--- src/rtl/pwm_fade_sequencer.sv ---
// PWM generator with a period counter and a duty ramp sequencer that walks the
// applied duty one LSB per 2^rate periods toward a commanded target.
module pwm_fade_sequencer #(
  parameter int WIDTH  = 8,
  parameter int RATE_W = 4
) (
  input  logic              clk,
  input  logic              rst_n,
  input  logic              ena,
  input  logic              cmd_valid,
  output logic              cmd_ready,
  input  logic [WIDTH-1:0]  cmd_target,
  input  logic [RATE_W-1:0] cmd_rate,
  input  logic              abort,
  output logic [WIDTH-1:0]  duty,
  output logic              pwm_out,
  output logic              period_start,
  output logic              busy,
  output logic              done
);

  localparam int STEP_W = (1 << RATE_W) - 1;

  typedef enum logic [0:0] {
    IDLE = 1'b0,
    RAMP = 1'b1
  } state_e;

  state_e              state_q;
  logic [WIDTH-1:0]    cnt_q;
  logic [WIDTH-1:0]    duty_q;
  logic [WIDTH-1:0]    target_q;
  logic [RATE_W-1:0]   rate_q;
  logic [STEP_W-1:0]   step_cnt_q;
  logic                busy_q;
  logic                done_q;

  logic [WIDTH-1:0]    cnt_d;
  logic [WIDTH-1:0]    duty_d;
  logic [STEP_W-1:0]   step_limit_s;
  logic                wrap_s;
  logic                step_due_s;
  logic                final_step_s;

  // Next-step arithmetic: duty_d is only used while ramping, so duty_q != target_q and it never wraps.
  always_comb begin
    cnt_d        = cnt_q + {{(WIDTH-1){1'b0}}, 1'b1};
    step_limit_s = STEP_W'((32'd1 << rate_q) - 32'd1);
    wrap_s       = ena & (cnt_q == {WIDTH{1'b1}});
    step_due_s   = wrap_s & (step_cnt_q == step_limit_s);
    if (target_q > duty_q) begin
      duty_d = duty_q + {{(WIDTH-1){1'b0}}, 1'b1};
    end else begin
      duty_d = duty_q - {{(WIDTH-1){1'b0}}, 1'b1};
    end
    final_step_s = step_due_s & (duty_d == target_q);
  end

  // Period counter, command latch and ramp FSM; everything freezes while ena is low.
  always_ff @(posedge clk or negedge rst_n) begin
    if (!rst_n) begin
      state_q    <= IDLE;
      cnt_q      <= {WIDTH{1'b0}};
      duty_q     <= {WIDTH{1'b0}};
      target_q   <= {WIDTH{1'b0}};
      rate_q     <= {RATE_W{1'b0}};
      step_cnt_q <= {STEP_W{1'b0}};
      busy_q     <= 1'b0;
      done_q     <= 1'b0;
    end else if (!ena) begin
      done_q <= 1'b0;
    end else begin
      cnt_q  <= cnt_d;
      done_q <= 1'b0;
      case (state_q)
        IDLE: begin
          if (cmd_valid) begin
            target_q   <= cmd_target;
            rate_q     <= cmd_rate;
            step_cnt_q <= {STEP_W{1'b0}};
            if (cmd_target == duty_q) begin
              done_q <= 1'b1;
            end else begin
              state_q <= RAMP;
              busy_q  <= 1'b1;
            end
          end
        end
        RAMP: begin
          if (abort) begin
            // A final step landing with abort still completes the duty, but without done.
            state_q    <= IDLE;
            busy_q     <= 1'b0;
            step_cnt_q <= {STEP_W{1'b0}};
            if (final_step_s) begin
              duty_q <= duty_d;
            end
          end else if (wrap_s) begin
            if (step_due_s) begin
              duty_q     <= duty_d;
              step_cnt_q <= {STEP_W{1'b0}};
              if (final_step_s) begin
                state_q <= IDLE;
                busy_q  <= 1'b0;
                done_q  <= 1'b1;
              end
            end else begin
              step_cnt_q <= step_cnt_q + {{(STEP_W-1){1'b0}}, 1'b1};
            end
          end
        end
        default: begin
          state_q <= IDLE;
          busy_q  <= 1'b0;
        end
      endcase
    end
  end

  assign duty         = duty_q;
  assign pwm_out      = ena & (cnt_q < duty_q);
  assign period_start = ena & (cnt_q == {WIDTH{1'b0}});
  assign cmd_ready    = ena & (state_q == IDLE);
  assign busy         = busy_q;
  assign done         = ena & done_q;

endmodule

--- config.mk ---
export PLATFORM = sky130hd
export DESIGN_NAME = pwm_fade_sequencer
export DESIGN_NICKNAME = d
export VERILOG_FILES = /design/src/rtl/pwm_fade_sequencer.sv
export SDC_FILE = /design/constraint.sdc
export NUM_CORES = 1
export LEC_CHECK = 0
export BUFFER_PORTS_ARGS = -buffer_cell sky130_fd_sc_hd__buf_2
export CORE_MARGIN = 2
export CORE_UTILIZATION = 35
export CTS_CLUSTER_DIAMETER = 80
export DETAILED_ROUTE_END_ITERATION = 12
export SYNTH_ARGS = -nofsm -noshare
export SYNTH_HDL_FRONTEND = slang
export SYNTH_SLANG_ARGS = --single-unit
--- constraint.sdc ---
create_clock -name clk -period 4 [get_ports clk]
set_input_delay 0.4 -clock clk [delete_from_list [all_inputs] [get_ports clk]]
set_output_delay 0.4 -clock clk [all_outputs]
set_load 0.03 [all_outputs]
---- Word-level counts from Yosys, hierarchy flattened ----
Index checks and enable logic that the tools add are counted.
storage, ports and cells
  flip-flop bits (word level) ............. 46
  bits of input ports ..................... 17
  output and inout bits ................... 13
  word-level logic and storage cells ...... 73
operators by class
  $add $sub $neg .......................... 5
  $lt $le $gt $ge ......................... 2
  equal/unequal tests ..................... 10
  shift operators ......................... 1
  multiplexer cells ....................... 32
  bitwise operators ....................... 8
  reductions and logical operators ........ 7
operators by type and width
  cell                                                    number
  2-to-1 mux 15 bit                                       4
  2-to-1 mux 8 bit                                        5
  one-hot mux 15 bit (2 select lines)                     1
  2-to-1 mux 1 bit                                        19
  adder 8 x 1 -> 8 bit (second input constant)            2
  == test 8 bit                                           2
  adder 15 x 1 -> 15 bit (second input constant)          1
  == test 15 bit                                          1
  left shift 1 x 4 -> 15 bit (first input constant)       1
  subtractor 15 x 1 -> 15 bit (second input constant)     1
  inequality test 3 x 2 -> 1 bit (second input constant)  3
  == test 8 bit (second input constant)                   1
  > comparator 8 bit                                      1
  zero test 8 bit                                         1
  < comparator 8 bit                                      1
  subtractor 8 x 1 -> 8 bit (second input constant)       1
  AND 1 bit                                               7
  one-hot mux 1 bit (2 select lines)                      3
  AND reduction 3 bit                                     2
  AND reduction 6 bit                                     1
  AND reduction 5 bit                                     1
  inequality test 2 bit (second input constant)           2
  nonzero test 2 bit                                      2
  inequality test 2 x 1 -> 1 bit (second input constant)  1
  inverter 1 bit                                          1

---- Longest topological paths before layout ----
  depth after elaboration ................. 11
  gate-level depth with buffers ........... 16
  gate-level depth less buffers ........... 16

---- Worst setup path after synthesis ----
No wires, ideal clock.
  kind .................................... reg2reg
  start point ............................. reg duty_q[1], in the netlist duty[1]
  end point ............................... reg duty_q[4], in the netlist duty[4]
  arrival ................................. 4.097 ns
  data required time ...................... 3.875 ns
  path slack .............................. -0.222 ns
  cell stages (with the launch flop) ...... 17
  period minus slack after synthesis ...... 4.222 ns
  cell sequence ........................... dfrtp_1 -> inv_1 -> ha_1 -> nor2b_1 -> o211ai_1 -> a21oi_1 -> o22ai_1 -> ha_1 -> clkbuf_1 -> and3_1 -> a2111oi_0 -> nand3_1 -> nor4_1 -> nand4_1 -> nor3b_2 -> o211ai_2 -> mux2_2
between the ends
  longest elaborated chain between the ends .. 6
ends and longest elaborated chain
  element                                            RTL line  text
  start, declared                                    31        logic [WIDTH-1:0] duty_q;
  start signal, assigned                             64        duty_q <= {WIDTH{1'b0}};
  start signal, assigned                             96        duty_q <= duty_d;
  start signal, assigned                             100       duty_q <= duty_d;
  subtractor 8 x 1 -> 8 bit (tied with other cells)  54        duty_d = duty_q - {{(WIDTH-1){1'b0}}, 1'b1};
  2-to-1 mux 8 bit *                                 51        if (target_q > duty_q) begin
  == test 8 bit                                      56        final_step_s = step_due_s & (duty_d == target_q);
  AND 1 bit                                          56
  inequality test 2 x 1 -> 1 bit (no source line)    --
  AND reduction 5 bit (no source line)               --
Every way passes the cells marked *; elsewhere a longest branch is shown, timed or not. The select of a mux whose other input is x is not followed.
A chain may end at the register's enable or synchronous reset.

---- Final worst setup path ----
  start point ............................. reg target_q[1]
  end point ............................... reg duty_q[6], in the netlist duty[6]
between the ends
  longest elaborated chain between the ends .. 6
ends and longest elaborated chain
  element                                          RTL line  text
  start, declared                                  32        logic [WIDTH-1:0] target_q;
  start signal, assigned                           65        target_q <= {WIDTH{1'b0}};
  start signal, assigned                           78        target_q <= cmd_target;
  > comparator 8 bit                               51
  2-to-1 mux 8 bit                                 51
  == test 8 bit                                    56
  AND 1 bit                                        56
  inequality test 2 x 1 -> 1 bit (no source line)  --
  AND reduction 5 bit (no source line)             --
Several ways; a longest one is shown, not always the timed one. The select of a mux whose other input is x is not followed.

==> impl_metrics.json <==
{
  "grt_remaining_overflow": 0,
  "timing.hold.ws_ns": 0.284,
  "cts-root-buf": "clkbuf_8",
  "worst_slew_pin_slew_ns": 1.06,
  "p_switching_mw": 0.817,
  "syn2layout_area_growth_pct": 16.3,
  "hpwl_um": 6160,
  "crit_family": "simple AND/OR/NAND/NOR gates",
  "use_met3": 0.0296,
  "vias": 2846,
  "ys_async_sr_fraction": 1.00,
  "status": "complete, no violations",
  "routedWlPerCell_um": 14.9,
  "cp_slowest_cell": "dfrtp_1",
  "grt-busiest-layer": "met2",
  "finalClockSkew_ns": 0.00843,
  "switching_share": 0.400,
  "required_ns": 4.21,
  "diodes": 0,
  "path_cells": "ha_1 -> nor2b_1 -> o211ai_1 -> a21oi_2 -> o22ai_4 -> buf_4 -> ha_1 -> o21ai_1 -> a21oi_2 -> and4_1 -> nor4_1 -> nand4_1 -> nor3b_2 -> o211ai_2 -> buf_4 -> mux2i_1",
  "power_leakage_nw": 1.81,
  "cts_hold_buf": 0,
  "total_power_mw": 2.04,
  "synthesis.area_um2": 3450,
  "synth_edf_count": 0,
  "ys.flop_type": "dfrtp_1",
  "start_util": 0.356,
  "cts_made_buffers": 5,
  "finalHoldViolations": 0,
  "avgSynthCellArea_um2": 9.27,
  "fillers": 971,
  "fin_crit_ns": 3.76,
  "setup_violations": 0,
  "r2r_cells": 16,
  "p_int_mw": 1.22,
  "crit_path_max_fanout": 6,
  "cts_buffer_depth": 2,
  "io_buffers": 29,
  "maxCapViolCount": 0,
  "place_congestion": 0.865,
  "first_global_vias": 2772,
  "antenna_found_initial": 0,
  "cts_tree": "yes",
  "ys_ff_latch": 46,
  "pwr-share-comb": 0.514,
  "grt_util_met1": 0.208,
  "die_w_um": 103,
  "placed_area_um2": 3790,
  "cp_num_cells": 16,
  "wl_um": 8180,
  "grt_use_total": 0.161,
  "max-vdd-ir-drop_mv": 0.305,
  "postRouteAntennaNets": 0,
  "die_y_um": 103,
  "ys.warnings.count": 0,
  "criticalPathCategory": "reg -> reg",
  "route.detailed.drc": 0,
  "syn_inst": 372,
  "routed_via_density": 5.19,
  "power.share.sequential": 0.317,
  "clk_pin_slew_ns": 0.09,
  "critical_path.max_stage_delay_ns": 0.42,
  "clock_sinks": 46,
  "p_per_area_nw_per_um2": 509,
  "grt_pass1_wl_um": 13400,
  "ios": 30,
  "synthDistinctLibCells": 58,
  "hold_path.class": "in -> async",
  "yosysSeqAreaShare": 0.334,
  "use_met2": 0.288,
  "drive_gt1_frac": 0.214,
  "clkPwrFrac": 0.169,
  "nets": 458,
  "grt_max_degree": 47,
  "clk_latency_ns": 0.29,
  "slew_headroom": 0.293,
  "timing.fmax_mhz": 266,
  "dieArea_um2": 10700,
  "worst-path-buf-inv": 2,
  "design_area_um2": 4010,
  "drtIter0Drc": 108,
  "rows": 36,
  "fin_util": 0.414,
  "fin_cells": 548,
  "core_area_um2": 9680,
  "dr.pass1.iters": 4,
  "h-tree-depth": 2,
  "synth.net_count": 416,
  "fin_crit_sh": 0.940,
  "dpl.cell_count": 531,
  "report.final.slew_viol_count": 0,
  "critPathCaptureType": "register",
  "crit_arrival_ns": 3.97,
  "cp-start-kind": "register"
}
sequential cells by signal, summed over array words and instances, names as in the netlist:
register / cells
cnt_q: 8
target_q: 8
done_q: 1
duty: 8
state_q: 1
rate_q: 4
busy: 1
step_cnt_q: 15
layout make-up:
cell class                      instances  area [µm²]  area share
Tap cell                              133         166      0.0415
Clock buffer                            5        68.8      0.0172
Clock inverter                          3        40.0     0.00999
Timing Repair Buffer                   49         295      0.0737
Multi-Input combinational cell        294        2220       0.553
Sequential cell                        46        1150       0.288
Inverter                               18        67.6      0.0169
timing repair:
action                     4_1_cts  5_1_grt
setup endpoints to repair        8       10
cloned                           0        0
resized for setup                1       10
hold endpoints to repair         0        0
pin swaps                        1        6
setup buffers                    2        7
cell usage after synthesis, types with 8 or more instances:
| master | count | area (µm²) |
|---|---|---|
| dfrtp_1 | 46 | 1150 |
| nor2_1 | 38 | 143 |
| xnor2_1 | 31 | 272 |
| ha_1 | 26 | 325 |
| inv_1 | 18 | 67.6 |
| nand3_1 | 18 | 90.1 |
| a21oi_1 | 17 | 85.1 |
| nand2_1 | 17 | 63.8 |
| xor2_1 | 17 | 149 |
| mux2_2 | 13 | 146 |
| nand4_1 | 13 | 81.3 |
| nor3_1 | 11 | 55.1 |
| a21o_1 | 8 | 60.1 |
| clkbuf_1 | 8 | 30.0 |
| nor2b_1 | 8 | 50.1 |
worst reg2reg max path, delay by kind of cell (launching register included):
kind,cells,cell delay [ns]
flops,1,0.42
fa+ha+maj,2,0.58
mux,1,0.17
simple gates,5,1.18
compound gates,6,0.94
buf+inv,2,0.38
path summary, 6_finish.rpt:
kind	start	endpoint	slack (ns)
max	target_q[1]	duty[6]	0.24
min in group clk	cmd_rate[1]	rate_q[1]	0.34
max reg2reg	target_q[1]	duty[6]	0.24
min	rst_n	rate_q[1]	0.28
min reg2reg	busy	busy	0.51
max in group asynchronous	rst_n	duty[6]	2.99
logic make-up (layout without fill, tap and decap cells):
logic type      count (synthesis)  count (layout)  share of synthesized area
simple gates                  140             140                      0.221
fa+ha+maj                      27              27                      0.100
xor+xnor                       50              50                      0.135
compound gates                 57              57                      0.110
flops                          46              46                      0.334
mux                            20              20                     0.0628
buf+inv                        32              75                     0.0367
power by group through the flow:
stage               logic [mW]  clock network, mW  registers [mW]
finish                    1.05              0.344           0.647
global route              1.17              0.381           0.661
CTS                       1.01              0.358           0.647
detailed placement       0.986                  0           0.656
global placement         0.966                  0           0.655
floorplan                0.767                  0           0.636
cell usage in the layout (no fill, tap or decap), drive strengths merged, types with 2 or more instances in the layout:
| master | n |
|---|---|
| nor4b | 3 |
| clkbuf | 5 |
| xor2 | 17 |
| xnor2 | 31 |
| nand3 | 18 |
| o21a | 2 |
| nand2b | 5 |
| buf | 49 |
| and2 | 3 |
| nor2 | 38 |
| nand4 | 13 |
| mux2 | 13 |
| clkinv | 2 |
| ha | 26 |
| a211o | 2 |
| xnor3 | 2 |
| a21oi | 18 |
| dfrtp | 46 |
| or3 | 3 |
| or4b | 3 |
| or4 | 2 |
| nand2 | 17 |
| o211ai | 2 |
| nor3b | 3 |
| mux2i | 7 |
| inv | 18 |
| nor2b | 8 |
| a21o | 8 |
| nor3 | 11 |
| o21ai | 12 |
| nor4 | 4 |
| or3b | 2 |
| nand3b | 2 |
routing by layer:
metal | routed length, µm | share of wire
met1 | 3800 | 0.46
met2 | 4060 | 0.50
met3 | 249 | 0.030
met4 | 70 | 0.0086
met5 | 0 | 0
per-stage QoR:
step                setup WS [ns]  TNS (ns)
floorplan                  0.0101         0
global placement            0.104         0
detailed placement         -0.108    -0.602
CTS                        0.0233         0
global route              -0.0378   -0.0669
finish                      0.242         0
(Power assumes the default switching activity.)
